**config.mk**
```make
export PLATFORM = sky130hd
export DESIGN_NAME = mode_sequencer
export DESIGN_NICKNAME = d
export VERILOG_FILES = /design/src/rtl/mode_seq_pkg.sv /design/src/rtl/mode_tick_counter.sv /design/src/rtl/mode_sequencer.sv
export SDC_FILE = /design/constraint.sdc
export NUM_CORES = 1
export LEC_CHECK = 0
export BUFFER_PORTS_ARGS = -buffer_cell sky130_fd_sc_hd__buf_2
export CAP_MARGIN = 20
export CORE_MARGIN = 3
export CORE_UTILIZATION = 40
export CTS_BUF_LIST = sky130_fd_sc_hd__clkbuf_16
export DETAILED_ROUTE_END_ITERATION = 7
export MAX_ROUTING_LAYER = met4
export PLACE_DENSITY = 0.78
export SLEW_MARGIN = 20
export SYNTH_ARGS = -nofsm -noshare
export SYNTH_HDL_FRONTEND = slang
export SYNTH_SLANG_ARGS = --single-unit
```
**constraint.sdc**
```tcl
create_clock -name iClk -period 2.6 [get_ports iClk]
set_input_delay 0.52 -clock iClk [delete_from_list [all_inputs] [get_ports iClk]]
set_output_delay 0.52 -clock iClk [all_outputs]
set_load 0.05 [all_outputs]
```
**src/rtl/mode_seq_pkg.sv**
```systemverilog
// Shared types and helpers for the front-panel mode sequencer.
package mode_seq_pkg;

  typedef enum logic {
    SHOW  = 1'b0,
    BLANK = 1'b1
  } seq_state_t;

  function automatic int clog2(input int n);
    int r;
    r = 0;
    while ((1 << r) < n) r++;
    return r;
  endfunction

  function automatic int next_idx(input int idx, input int num_ch);
    return (idx == num_ch - 1) ? 0 : idx + 1;
  endfunction

endpackage

```
**src/rtl/mode_tick_counter.sv**
```systemverilog
// Tick-strobed counter: counts strobes while enabled, flags and wraps at TERM-1.
module mode_tick_counter
  import mode_seq_pkg::*;
#(
  parameter int TERM = 1,
  localparam int CNT_W = (TERM > 1) ? clog2(TERM) : 1
) (
  input  logic clk,
  input  logic rst_n,
  input  logic clr,
  input  logic en,
  input  logic tick,
  output logic term
);

  logic [CNT_W-1:0] count;

  assign term = en && tick && (count == CNT_W'(TERM - 1));

  // clear has priority so a simultaneous strobe restarts from zero
  always_ff @(posedge clk or negedge rst_n) begin
    if (!rst_n)          count <= '0;
    else if (clr)        count <= '0;
    else if (en && tick) count <= term ? '0 : count + CNT_W'(1);
  end

endmodule

```
**src/rtl/mode_sequencer.sv**
```systemverilog
// Registered NUM_CH-way display-source selector with step/jump/auto-rotate,
// set-bus lock and post-change display blanking.
module mode_sequencer
  import mode_seq_pkg::*;
#(
  parameter int                NUM_CH      = 5,
  parameter int                DATA_W      = 32,
  parameter int                SET_W       = 2,
  parameter logic [NUM_CH-1:0] SET_MASK    = NUM_CH'(5'b00101),
  parameter int                DWELL_TICKS = 3000,
  parameter int                BLANK_TICKS = 50,
  localparam int               IDX_W       = clog2(NUM_CH)
) (
  input  logic                     iClk,
  input  logic                     iRst_n,
  input  logic                     iNext,
  input  logic                     iJump,
  input  logic [IDX_W-1:0]         iJump_Idx,
  input  logic                     iAuto_En,
  input  logic                     iTick,
  input  logic [NUM_CH*DATA_W-1:0] iCh_Data,
  input  logic [NUM_CH*SET_W-1:0]  iCh_Set,
  output logic [NUM_CH-1:0]        oMode,
  output logic [IDX_W-1:0]         oMode_Idx,
  output logic [SET_W-1:0]         oMode_Set,
  output logic [DATA_W-1:0]        oMode_Data,
  output logic                     oValid,
  output logic                     oChanged
);

  localparam int BLANK_TERM = (BLANK_TICKS > 0) ? BLANK_TICKS : 1;

  seq_state_t        state, state_next;
  logic [IDX_W-1:0]  idx, target;
  logic [NUM_CH-1:0] mode, mode_next;
  logic [DATA_W-1:0] data_arr [NUM_CH];
  logic [SET_W-1:0]  set_arr [NUM_CH];
  logic              lock, req, change, show_now;
  logic              auto_req, blank_done, dwell_clr;
  logic [DATA_W-1:0] data_p1;
  logic [SET_W-1:0]  set_p1;
  logic              valid_p1, changed_p1;

  always_comb begin
    for (int k = 0; k < NUM_CH; k++) begin
      data_arr[k] = iCh_Data[k*DATA_W +: DATA_W];
      set_arr[k]  = iCh_Set[k*SET_W +: SET_W];
    end
  end

  assign lock = SET_MASK[idx] && (|set_arr[idx]);

  // Request arbitration: valid jump, then step, then auto; a jump to the
  // current index is accepted (restarts dwell) but is not a change.
  always_comb begin
    req        = 1'b0;
    target     = idx;
    state_next = state;
    mode_next  = '0;
    if (!lock) begin
      if (iJump && (int'(iJump_Idx) < NUM_CH)) begin
        req    = 1'b1;
        target = iJump_Idx;
      end else if (iNext || auto_req) begin
        req    = 1'b1;
        target = IDX_W'(next_idx(int'(idx), NUM_CH));
      end
    end
    change          = req && (target != idx);
    dwell_clr       = req || !iAuto_En;
    mode_next[target] = 1'b1;
    if (change && (BLANK_TICKS > 0))          state_next = BLANK;
    else if ((state == BLANK) && blank_done)  state_next = SHOW;
    show_now = (state == SHOW) && (state_next == SHOW);
  end

  mode_tick_counter #(.TERM(DWELL_TICKS)) u_dwell (
    .clk   (iClk),
    .rst_n (iRst_n),
    .clr   (dwell_clr),
    .en    (iAuto_En && !lock),
    .tick  (iTick),
    .term  (auto_req)
  );

  mode_tick_counter #(.TERM(BLANK_TERM)) u_blank (
    .clk   (iClk),
    .rst_n (iRst_n),
    .clr   (change),
    .en    (state == BLANK),
    .tick  (iTick),
    .term  (blank_done)
  );

  always_ff @(posedge iClk or negedge iRst_n) begin
    if (!iRst_n) state <= SHOW;
    else         state <= state_next;
  end

  // Output register stage
  always_ff @(posedge iClk or negedge iRst_n) begin
    if (!iRst_n) begin
      idx        <= '0;
      mode       <= NUM_CH'(1);
      data_p1    <= '0;
      set_p1     <= '0;
      valid_p1   <= 1'b0;
      changed_p1 <= 1'b0;
    end else begin
      changed_p1 <= change;
      if (change) begin
        idx  <= target;
        mode <= mode_next;
      end
      if (show_now) begin
        data_p1  <= data_arr[idx];
        set_p1   <= SET_MASK[idx] ? set_arr[idx] : '0;
        valid_p1 <= 1'b1;
      end else begin
        data_p1  <= '0;
        set_p1   <= '0;
        valid_p1 <= 1'b0;
      end
    end
  end

  assign oMode      = mode;
  assign oMode_Idx  = idx;
  assign oMode_Set  = set_p1;
  assign oMode_Data = data_p1;
  assign oValid     = valid_p1;
  assign oChanged   = changed_p1;

endmodule
```
Word-level counts from Yosys, hierarchy flattened. Memory sizes are Yosys's and may differ from the RTL's. Cells that the tools add are included. Widths: inputs -> output; s select.

Register bits after elaboration: 63. Memory bits (read-only): 8. Memories kept: 1.

Memory list: (name not given) (words 8, bits a word 1, rd ports 1, clocked after Yosys merged registers in 0, write ports 0, line mode_sequencer.sv:117) `set_p1 <= SET_MASK[idx] ? set_arr[idx] : '0;`.

Add/subtract/negate cells: 3. $lt $le $gt $ge: 5. Equal/unequal tests: 4. Mux-type cells: 28. Bitwise logic cells: 3. Reduce and logical (&&, ||, !) cells: 18.

Operators with widths (count): $bmux 32 s3 (1); $mux 32 (3); $mux 12 (3); $mux 6 (3); $add 12x1->12 const B (1); $eq 12x12->1 const B (1); $mux 3 (4); $logic_and 1x1->1 (11); $lt 3x4->1 const B (2); $mux 1 (8); $mux 2 (4); $add 6x1->6 const B (1); $bmux 2 s3 (1); $eq 6x6->1 const B (1); $ge 4x4->1 const B (1); $not 3->4 (1); $reduce_bool 2->1 (2); $add 3x1->3 const B (1); $demux 1 s3 (1); $eq 3x3->1 const B (1); $ge 3x1->1 const B (1); $lt 3x3->1 const B (1); $ne 3x3->1 (1); $logic_not 1->1 (2); 3 further kinds (5).

Depth between registers and ports, before layout.
Word-level depth: 20. Depth in mapped cells: 11.

Modules after synthesis. Synthesis repeated with hierarchy kept, for this count alone.

Cell total of the unflattened synthesis: 341. Area total of the unflattened synthesis: 3793.6 um^2.

By module, submodules not included: mode_sequencer (instances 1, cells each 228, area each 2742.6 um^2, sequential area each 1127.3 um^2); mode_tick_counter at u_dwell (instances 1, cells each 72, area each 651.9 um^2, sequential area each 300.3 um^2); mode_tick_counter at u_blank (instances 1, cells each 41, area each 399.1 um^2, sequential area each 150.1 um^2).

Worst setup path before layout. OpenSTA, ideal clock, no wires.

Path kind: reg-to-reg. Start: reg idx[0] (netlist: oMode_Idx[0]). End: reg mode[2] (netlist: oMode[2]). Data arrival time: 2.863 ns. Required time: 2.475 ns. Path slack: -0.387 ns. Stages on the path, launching flop included: 11. Buffers on the path: 3. Clock period less this slack: 2.987 ns. Path through: dfrtp_1 > buf_2 > buf_2 > inv_1 > ha_1 > o22ai_1 > xnor2_1 > a2bb2oi_1 > o21ai_2 > buf_4 > mux2_2.

Elaborated cells on any way between the ends: 29. Those cells by class: 1 x add/sub; 2 x order compare; 2 x eq/ne; 13 x mux; 1 x bitwise; 9 x reduce/logical; 1 x memory.

RTL lines: from (decl) (line mode_sequencer.sv:34) `logic [IDX_W-1:0] idx, target;`; from (signal assigned) (line mode_sequencer.sv:112) `idx <= target;`; $not 3->4 (implied by the code) (line mode_sequencer.sv:51) `assign lock = SET_MASK[idx] && (|set_arr[idx]);`; $bmux 2 s3 (line mode_sequencer.sv:51); $mux 2 (implied by the code) (2 in series) (line mode_sequencer.sv:51); $reduce_or 2->1 (line mode_sequencer.sv:51); $logic_and 1x1->1 (line mode_sequencer.sv:51); $logic_not 1->1 (line mode_sequencer.sv:81) `.en (iAuto_En && !lock),`; $logic_and 1x1->1 (line mode_sequencer.sv:81); $logic_and 1x1->1 (2 in series) (line mode_tick_counter.sv:18) `assign term = en && tick && (count == CNT_W'(TERM - 1));`; $logic_or 1x1->1 (line mode_sequencer.sv:64) `end else if (iNext || auto_req) begin`; $mux 3 (line mode_sequencer.sv:64); $mux 3 (line mode_sequencer.sv:61) `if (iJump && (int'(iJump_Idx) < NUM_CH)) begin`; $mux 3 (line mode_sequencer.sv:60) `if (!lock) begin`; $ne 3x3->1 (line mode_sequencer.sv:69) `change = req && (target != idx);`; $logic_and 1x1->1 (*) (line mode_sequencer.sv:69); net change (line mode_sequencer.sv:38) `logic lock, req, change, show_now;`; to (signal assigned) (line mode_sequencer.sv:113) `mode <= mode_next;`; to (decl) (line mode_sequencer.sv:35) `logic [NUM_CH-1:0] mode, mode_next;`.

Mark *: on every way through the listed nets, which the timed path passes. The rest lies on a longest branch. The select of a mux whose other input is x is not followed. A chain may end at the register's enable or synchronous reset.

Worst setup path after layout.
Start: reg u_dwell.count[0]. End: reg mode[3] (netlist: oMode[3]).

Cells in the longest elaborated chain, start to end: 10. Elaborated cells on any way between the ends: 16. Those cells by class: 2 x order compare; 2 x eq/ne; 8 x mux; 4 x reduce/logical.

Ends and longest elaborated chain: from (decl) (line mode_tick_counter.sv:16) `logic [CNT_W-1:0] count;`; from (signal assigned) (line mode_tick_counter.sv:24) `else if (en && tick) count <= term ? '0 : count + CNT_W'(1);`; $eq 12x12->1 (*) (line mode_tick_counter.sv:18); $logic_and 1x1->1 (*) (line mode_tick_counter.sv:18); $logic_or 1x1->1 (*) (line mode_sequencer.sv:64); $mux 3 (line mode_sequencer.sv:64); $mux 3 (line mode_sequencer.sv:61); $mux 3 (line mode_sequencer.sv:60); $lt 3x4->1 (implied by the code) or $ge 3x1->1 (tied branches) (line mode_sequencer.sv:71) `mode_next[target] = 1'b1;`; $logic_and 1x1->1 (implied by the code) (line mode_sequencer.sv:71); $mux 1 (implied by the code) (line mode_sequencer.sv:71); $demux 1 s3 (line mode_sequencer.sv:71).

Mark *: on every way between the ends. The rest lies on a longest branch, timed or not.

==> summary by stage <==
Floorplan
The die covers 0.0105 sq mm. The effective utilization at floorplan is 41.9%. The die is 102 microns tall.

Measured along the x axis, the die boundary spans 102 microns. The number of placement rows is 34. For this design the top-level I/O count stands at 223.

The core region is 0.00885 sq mm.

Synthesis
After synthesis, the largest area contributor takes up 41.8% of total cell area. The synthesized instance count is 326. The number of flip-flops and latches in the synthesized netlist is 63. The number of unique standard cell types used by synthesis is 53.

Synthesis produced a netlist with a net count of 510. For this run, the leading register cell type out of synthesis is dfrtp_1. During synthesis, Yosys emitted a total of 0 warnings. The post-synthesis sequential area ratio is 42.5%.

The total standard cell area after synthesis is 0.00371 sq mm. After synthesis, the mean cell area works out to 11.4 sq um. Counting flops with an async set or reset pin after synthesis yields a share of 100%. Yosys attributes the largest share of cell area to dfrtp_1 42%, mux4_2 19%, a22oi_1 6.5%. The synthesized design spends more area on one cell type than any other, namely dfrtp_1. In this run, synthesis inferred 0 flip-flops with an integrated enable.

CTS
In this run the clock root is driven by a clkbuf_16. Counting along the longest clock path gives a buffer depth of 2. In this run the post-CTS setup repair buffer count came out at 0. Counting every sink on the clock net gives 63. TritonCTS created 9 clock buffers.

The H-tree was split into 3 levels. The clock-pin slew of the registers on the worst-case setup and hold paths is 0.05 ns. For this design, the CTS-stage hold fixing added 0 buffers.

The number of cells upsized or downsized after cts is 0. The clock network latency to the later pin of the worst-skew pair is 0.32 ns. TritonCTS built the clock tree.

STA
The number of setup violations in the final report is 0. Dividing the final minimum period by the clock period gives 96.0%. For the pin with the worst max-slew slack, the measured transition is 0.663 ns. The number of endpoints with negative hold slack in the final report is 0. The worst clock skew is 0.00478 ns.

For this run, the top clock speed supported by timing is 401 MHz. Hold is met by 0.233 ns. Summed over all failing endpoints, the final setup total negative slack is 0 ns. The worst path needs 2.50 ns of the cycle, external delays included. Setup repair after global routing left no endpoint under its margin. The worst pin sits at a relative slew slack of 55.8%. The total count of max-transition violations in the final report came to 0.

Layout
The fraction of final layout cells sized beyond drive strength 1 is 53.4%. The number of inserted diodes is 0. In the layout the commonest cells are 216 x buf_2, 60 x dfrtp_1, 50 x nor2_1, 32 x mux4_2, 32 x a22oi_1. The area growth from synthesis to layout is 40.9%. Leaving out fill and tap cells, the most frequent cell in the layout is buf_2.

The non-filler instance count after layout is 659. The end-of-flow core utilization is 59.1%. The final net count is 730.

Place
During placement, the flow inserted port buffers numbering 216. The total instance count after detailed placement is 643. Once detailed placement completed, the half-perimeter wirelength came to 9.36 mm. The congestion estimate from routability-driven global placement came to 0.958.

GRT
The number of global-route vias before repair is 3,684. The overall global routing resource usage is 22.5%. The wire length of the first global-routing pass is 17.7 mm. The total overflow left after global routing is 0. The number of antenna violations at the first check in global routing came to 0. Entering global routing, the biggest net connects 36 pins.

Worst setup path
The worst setup path is captured at a flop. The largest fanout on the critical path is 6. The signal arrival time at the worst endpoint is 2.70 ns. For the worst setup path, the data required time is 2.80 ns. The startpoint-to-endpoint class of the critical path is reg -> reg.

The count of cells along the worst register-to-register path is 7. The library cell contributing the largest single delay on the critical path is or4_4. STA classifies the critical path startpoint as a flop. On the worst path, the slowest cell contributes a delay of 0.57 ns. The setup slack of the most critical reg-to-reg path is 0.10 ns. The signal on the critical path passes through ha_1 > nand3b_1 > or4_4 > o21a_1 > a221o_2 > and3_1 > mux2_4.

Power and ir drop
The total power of the final layout is 0.00435 W. Across the VDD grid, the largest voltage drop is 0.357 mV. In this run the static leakage power is 2.70 nW. The power density of the placed cells is 833 mW/mm^2.

Routing
In this run, the number of DRC markers left after iteration 0 of detailed routing was 156. The number of routed nets with antenna violations is 0. Using the TritonRoute via totals, the vias-per-cell ratio works out to 5.34.

After detailed routing, the average wire length per cell comes to 17.4 microns. After detailed routing, the number of remaining DRC violations is 0. For this block, the via count after detailed routing is 3,517. Before antenna repair, the detailed router went through 4 iterations. The wire length after detailed routing is 11.4 mm.

Worst hold path
The worst hold path belongs to the class in -> async.

Run status
The run finished with clean final reports.

Job
The tool flagged a number of max-cap violations equal to 0.
==> power by group <==
group | internal (W) | leakage, nW | switching [W]
Combinational | 0.00105 | 1.71 | 0.00112
Sequential | 0.00107 | 0.858 | 0.0000861
Clock | 0.000634 | 0.130 | 0.000404
Total | 0.00275 | 2.70 | 0.00161
==> critical path, delay by kind of cell, from the launching register on <==
kind / cells / cell delay, ns
AND/OR/NAND/NOR: 3 / 0.87
AO/OA/AOI/OAI: 2 / 0.65
flip-flops: 1 / 0.40
multiplexers: 1 / 0.25
adder cells (fa/ha/maj): 1 / 0.21
==> flip-flops by register name, summed over array words and instances (netlist names) <==
| register | flops |
|---|---|
| oMode_Idx | 3 |
| state | 1 |
| oMode | 5 |
| u_blank.count | 6 |
| oValid | 1 |
| oMode_Data | 32 |
| oMode_Set | 2 |
| oChanged | 1 |
| u_dwell.count | 12 |
==> cells in the mapped netlist, types with 5 or more instances <==
master and count:
a21oi_1 8, a22oi_1 32, buf_2 6, clkbuf_1 11, dfrtp_1 62, ha_1 5, inv_1 8, mux4_2 32
nand2_1 14, nand4_1 6, nor2_1 50, nor3_1 9, o21ai_0 10, xnor2_1 6, xor2_1 8
==> path summary, 6_finish.rpt <==
check                                  from        endpoint
max                        u_dwell.count[0]        oMode[3]
max in group asynchronous            iRst_n        oMode[0]
min reg2reg                           state    oMode_Set[1]
max reg2reg                u_dwell.count[0]        oMode[3]
min                                  iRst_n  oMode_Data[24]
min in group iClk             iCh_Data[145]  oMode_Data[17]
==> cells by family (layout without fill, tap and decap cells) <==
family / after synthesis / in the layout / share of synthesized area [%]
mux: 40 / 40 / 21.9
flops: 63 / 63 / 42.5
simple gates: 104 / 104 / 13.6
xor+xnor: 14 / 14 / 3.31
buf+inv: 31 / 256 / 3.54
fa+ha+maj: 5 / 5 / 1.69
compound gates: 69 / 69 / 13.5
==> routing by layer <==
metal	track usage [%]	wire, microns	part of all wire [%]	vias up
met2	38.8	6180	54	148
met4	5.65	171	1.5	0
li1	-	-	-	1669
met1	27.2	4470	39	1684
met5	-	0	0	-
met3	4.44	619	5.4	16
==> per-stage QoR <==
stage	worst slack [ns]	area [sq um]
after floorplan	0.00274	3720
after global placement	0.164	4960
after detailed placement	0.102	4960
after CTS	0.0813	5230
after global routing	0.0129	5230
final	0.103	5230
==> cell type report <==
| type | instances | area (sq um) |
|---|---|---|
| multi-input combinational | 232 | 2010 |
| timing repair buffer | 231 | 1210 |
| tap | 108 | 135 |
| inverter | 9 | 33.8 |
| clock inverter | 7 | 41.3 |
| clock buffer | 9 | 225 |
| fill | 789 | 3620 |
| sequential | 63 | 1580 |
Note: power is estimated with default switching activity, not from simulation.
